### config.mk
export PLATFORM = sky130hd
export DESIGN_NAME = pwm_multichannel
export DESIGN_NICKNAME = d
export VERILOG_FILES = /design/src/rtl/pwm_multichannel.sv
export SDC_FILE = /design/constraint.sdc
export NUM_CORES = 1
export LEC_CHECK = 0
export ABC_AREA = 1
export CORE_UTILIZATION = 35
export DETAILED_ROUTE_END_ITERATION = 6
export GPL_TIMING_DRIVEN = 0
export PLACE_DENSITY = 0.58
export SLEW_MARGIN = 10
export SYNTH_ARGS = -nofsm -noshare
export SYNTH_HDL_FRONTEND = slang
export SYNTH_SLANG_ARGS = --single-unit
### constraint.sdc
create_clock -name clk -period 3.2 [get_ports clk]
set_input_delay 0.64 -clock clk [delete_from_list [all_inputs] [get_ports clk]]
set_output_delay 0.64 -clock clk [all_outputs]
set_load 0.005 [all_outputs]
### src/rtl/pwm_multichannel.sv
// Multi-channel PWM generator: one shared up or up/down counter drives N comparators.
// Duty values are double-buffered and only take effect at a period boundary.
module pwm_multichannel #(
    parameter int CHANNELS = 4,
    parameter int WIDTH    = 8,
    localparam int CH_W    = (CHANNELS > 1) ? $clog2(CHANNELS) : 1
) (
    input  logic                clk,
    input  logic                reset,
    input  logic                enable,
    input  logic [WIDTH-1:0]    period,
    input  logic                center,
    input  logic                wr_en,
    input  logic [CH_W-1:0]     wr_ch,
    input  logic [WIDTH-1:0]    wr_duty,
    output logic [CHANNELS-1:0] pwm_out,
    output logic                period_start
);

    typedef enum logic {
        DIR_UP   = 1'b0,
        DIR_DOWN = 1'b1
    } dir_t;

    localparam logic [WIDTH-1:0] ONE = WIDTH'(1);

    logic [WIDTH-1:0] cnt, cnt_next;
    dir_t             dir, dir_next;
    logic [WIDTH-1:0] top_act;
    logic             mode_act;
    logic [WIDTH-1:0] shadow   [CHANNELS];
    logic [WIDTH-1:0] duty_act [CHANNELS];
    logic             boundary;
    logic             load;

    // Counter sequencing. In center mode the wrap to 0 happens on the down ramp
    // at cnt==1; with top_act==1 that is also the top, so the period is 0,1.
    always_comb begin
        cnt_next = cnt;
        dir_next = dir;
        boundary = 1'b0;
        if (!enable) begin
            cnt_next = '0;
            dir_next = DIR_UP;
        end else if (top_act == '0) begin
            boundary = 1'b1;
            cnt_next = '0;
            dir_next = DIR_UP;
        end else if (!mode_act) begin
            dir_next = DIR_UP;
            if (cnt == top_act) begin
                boundary = 1'b1;
                cnt_next = '0;
            end else begin
                cnt_next = cnt + ONE;
            end
        end else if (cnt == ONE && (dir == DIR_DOWN || cnt == top_act)) begin
            boundary = 1'b1;
            cnt_next = '0;
            dir_next = DIR_UP;
        end else if (dir == DIR_UP && cnt == top_act) begin
            dir_next = DIR_DOWN;
            cnt_next = cnt - ONE;
        end else if (dir == DIR_UP) begin
            cnt_next = cnt + ONE;
        end else begin
            cnt_next = cnt - ONE;
        end
    end

    // While idle the active settings track the inputs so a restart uses them at once.
    assign load = !enable || boundary;

    always_ff @(posedge clk) begin
        if (reset) begin
            cnt          <= '0;
            dir          <= DIR_UP;
            top_act      <= '0;
            mode_act     <= 1'b0;
            pwm_out      <= '0;
            period_start <= 1'b0;
            for (int i = 0; i < CHANNELS; i++) begin
                shadow[i]   <= '0;
                duty_act[i] <= '0;
            end
        end else begin
            cnt <= cnt_next;
            dir <= dir_next;
            if (load) begin
                top_act  <= period;
                mode_act <= center;
                for (int i = 0; i < CHANNELS; i++) begin
                    duty_act[i] <= shadow[i];
                end
            end
            if (wr_en && int'(wr_ch) < CHANNELS) begin
                shadow[wr_ch] <= wr_duty;
            end
            for (int i = 0; i < CHANNELS; i++) begin
                pwm_out[i] <= enable && (cnt < duty_act[i]);
            end
            period_start <= enable && (cnt == '0) && (dir == DIR_UP);
        end
    end

endmodule

==> impl_summary.md, run 1 <==
Floorplan
The boundary pin count is 28. The core box area is 0.01319 sq mm. The initialized floorplan defines 42 standard-cell rows. The die outline height is 118.1 um. The width of the die is 118.1 um. The initial standard-cell utilization of the core is 35.75%.

The die covers 0.01394 sq mm.

Clocking
In this run, CTS created clock tree buffers numbering 9. The clock reaches the later pin of the worst-skew pair after 0.35 ns. The number of setup buffers added after CTS is 0. The clock input transition at the sequential cells of the worst setup and hold paths is 0.06 ns.

The number of clock sinks is 87. In this run the number of H-tree levels came out at 3. In this run the clock root is driven by a clkbuf_16. Counting along the longest clock path gives a buffer depth of 2. The number of gates resized after cts is 0. The post-cts hold buffer count is 0. TritonCTS built the clock tree.

Route
The via count of the routed design is 3014. The post-detailed-route count of antenna-violating nets is 0. The final layout contains routed wiring with a total length of 8617 um. The DRC violation total after the first TritonRoute iteration is 183. After detailed routing, the number of remaining DRC violations is 1.

In the final routed layout, each cell accounts on average for 12.38 um. Using the TritonRoute via totals, the vias-per-cell ratio works out to 4.330. The number of optimization iterations in the first detailed-route pass is 6.

Run status
The final reports fail on design-rule violations. The flow ran to the end, but the final reports show violations.

Timing
The final critical path takes up 89.91% of the cycle. On the final layout, the worst hold slack is 0.5017 ns. Subtracting the final worst setup slack from the clock period gives 2.877 ns. The max-slew violation count was 0.

The clock skew after layout is 0.007693 ns. Setup violations remaining at the end of the flow were counted as 0. The hold violation count in the final report is 0. Setup repair after global routing left no endpoint under its margin. The peak clock frequency supported by timing is 347.6 MHz.

The final worst setup slack is 0.3229 ns. Headroom to the max-slew limit came out at 41.39%. The transition time at the pin with the least slew margin is 0.8781 ns.

Setup path
The worst setup path is captured at a flop. The worst register-to-register path has a setup slack of 0.39 ns. The critical path arrival is 2.70 ns. The critical path data required time is 3.02 ns. Of all nets on the critical path, the largest fanout is 35. The worst setup path is of the in2reg kind. STA classifies the critical path startpoint as an input pin.

Pwr
The part of the total power dissipated in sequential elements is 46.9%. The analysis attributes to net switching a power of 876.1 uW. The switching share of power is 29.05%. The cell internal power dissipation is 2140 uW. The power density over the cells is 549.5 mW/mm^2. In this run the static leakage power is 0.002428 uW.

After layout, the design draws a total of 3016 uW. Across the VDD grid, the largest voltage drop is 0.3156 mV. Combinational cells account for 19.9% of the total power. The share of total power in the clock network is 33.2%.

Placement
Before CTS, the worst setup slack after placement is -0.1215 ns. The wire-length estimate of the detail-placed layout is 6403 um. The number of cells after detailed placement is 680. The congestion estimate from routability-driven global placement came to 0.7889.

The number of I/O port buffers is 27.

Finish
In the final layout, the multi-input gates occupy 0.001854 sq mm. Leaving out fill and tap cells, the most frequent cells in the layout are inv_1 (89), edfxtp_1 (64), nand2_1 (62). Registers take 0.002382 sq mm. After the last flow step, the layout net total stands at 570. 0 antenna diodes ended up in the layout. The layout has 1273 filler cells.

Compared with the post-synthesis result, the final layout area differs by 16.40%. The share of layout cells above drive strength 1 is 13.46%. The most frequent standard cell in the layout excluding fill and tap cells is inv_1.

The count of placed standard cells in the final layout, fillers left out is 696.

GRT
The via count of the first global-routing pass is 2888. The first global-routing pass estimated 14370 um of wire. Entering global routing, the biggest net connects 36 pins. The number of antenna violations at the first check in global routing was 0.

Global routing used 13.53% of the available tracks. The total congestion overflow after global routing is 0.

Logic synthesis
During synthesis, Yosys emitted a total of 0 warnings. The average footprint of a synthesized cell is 9.886 sq um. The post-synthesis sequential element count is 87.

The share of synthesized area occupied by flip-flops and latches is 50.52%. Synthesis produced a netlist whose cell count is 477. The post-synthesis cell type count is 29.

The cell area that synthesis handed to floorplanning was 0.004716 sq mm. Synthesis produced a netlist with a net count of 532.

Job
The max-capacitance violation count is 0.

Min path
The path class of the tightest hold or removal check is reg2reg.
==> area by class of cell <==
type,instances,area share (%)
buffer,11,2.211
clock buffer,10,4.171
clock inverter,6,0.9802
inverter,94,6.519
multi-input combinational,285,33.78
sequential,87,43.40
tap,176,4.012
timing repair buffer,27,4.924
==> routing by layer <==
layer,global-route usage [%],vias up,routed length (um)
li1,-,1602,-
met1,16.57,1337,3986
met2,21.65,58,4028
met3,4.457,17,354
met4,5.929,0,247
met5,0,-,0
==> sequential cells by signal (all words and copies together) (netlist names) <==
name,flops
mode_act,1
period_start,1
top_act,8
pwm_out,4
dir,1
shadow,32
cnt,8
duty_act,32
==> final timing paths <==
kind	start	to	depth (start not counted)
max	enable	duty_act[0][4]	5
min	cnt[0]	cnt[0]	1
max reg2reg	cnt[3]	duty_act[0][4]	11
min reg2reg	cnt[0]	cnt[0]	1
==> through the flow <==
stage / TNS [ns] / cell area [sq um] / util, %
6_report: 0 / 5489 / 41.61
2_1_floorplan: 0 / 4716 / -
3_3_place_gp: -3.163 / 5206 / 39.47
4_1_cts: 0 / 5489 / 41.61
5_1_grt: 0 / 5489 / 41.61
3_5_place_dp: -3.864 / 5206 / 39.47
==> power by group through the flow <==
stage                     Sequential [uW]  Combinational [uW]  Clock, uW
after floorplan                      1420                 462          0
after global placement               1440                 593          0
after detailed placement             1440                 604          0
after CTS                            1420                 609       1030
after global routing                 1430                 680       1060
final                                1420                 599       1000
==> cell usage after synthesis <==
cell	instances	area share, %
inv_1	89	7.1
edfxtp_1	64	41
nand2_1	62	4.9
nor2_1	56	4.5
ha_1	32	8.5
nor2_4	30	7.2
nand3_1	26	2.8
dfxtp_1	23	9.8
a21oi_1	20	2.1
nand4_1	13	1.7
o21ai_0	11	1.2
xor2_1	9	1.7
xnor2_1	5	0.93
a21o_1	4	0.64
nand2_4	4	0.96
nor2_2	4	0.53
nor3_1	4	0.42
buf_12	3	1.3
buf_6	3	0.72
inv_2	3	0.24
buf_1	2	0.16
buf_4	2	0.32
nand2_8	2	0.85
a21boi_0	1	0.16
buf_2	1	0.11
clkinv_1	1	0.080
inv_6	1	0.19
nand2_2	1	0.13
nand3_2	1	0.21
==> kinds of logic (layout without fill, tap and decap cells) <==
logic type      count (synthesis)  after routing  synth area share (%)
compound gates                 36             36                 4.086
xor+xnor                       14             14                 2.600
buf+inv                       105            148                 10.16
simple gates                  203            203                 24.14
flops                          87             87                 50.52
fa+ha+maj                      32             32                 8.490
==> worst max-delay path, stage by stage <==
cell             delay (ns)
clkdlybuf4s50_1        0.62
inv_1                  0.08
nor2_1                 0.34
buf_2                  0.30
nand3_2                0.70
(Power assumes the default switching activity.)
==> inputs of run 2 (changes only) <==
--- a/config.mk
+++ b/config.mk
@@ -7,6 +7,7 @@
 export LEC_CHECK = 0
 export ABC_AREA = 1
 export CORE_UTILIZATION = 35
+export CTS_CLUSTER_DIAMETER = 50
 export DETAILED_ROUTE_END_ITERATION = 6
 export GPL_TIMING_DRIVEN = 0
 export PLACE_DENSITY = 0.58
==> results of run 2 <==
The final DEF is identical to that of run 1; final timing and power are the same.
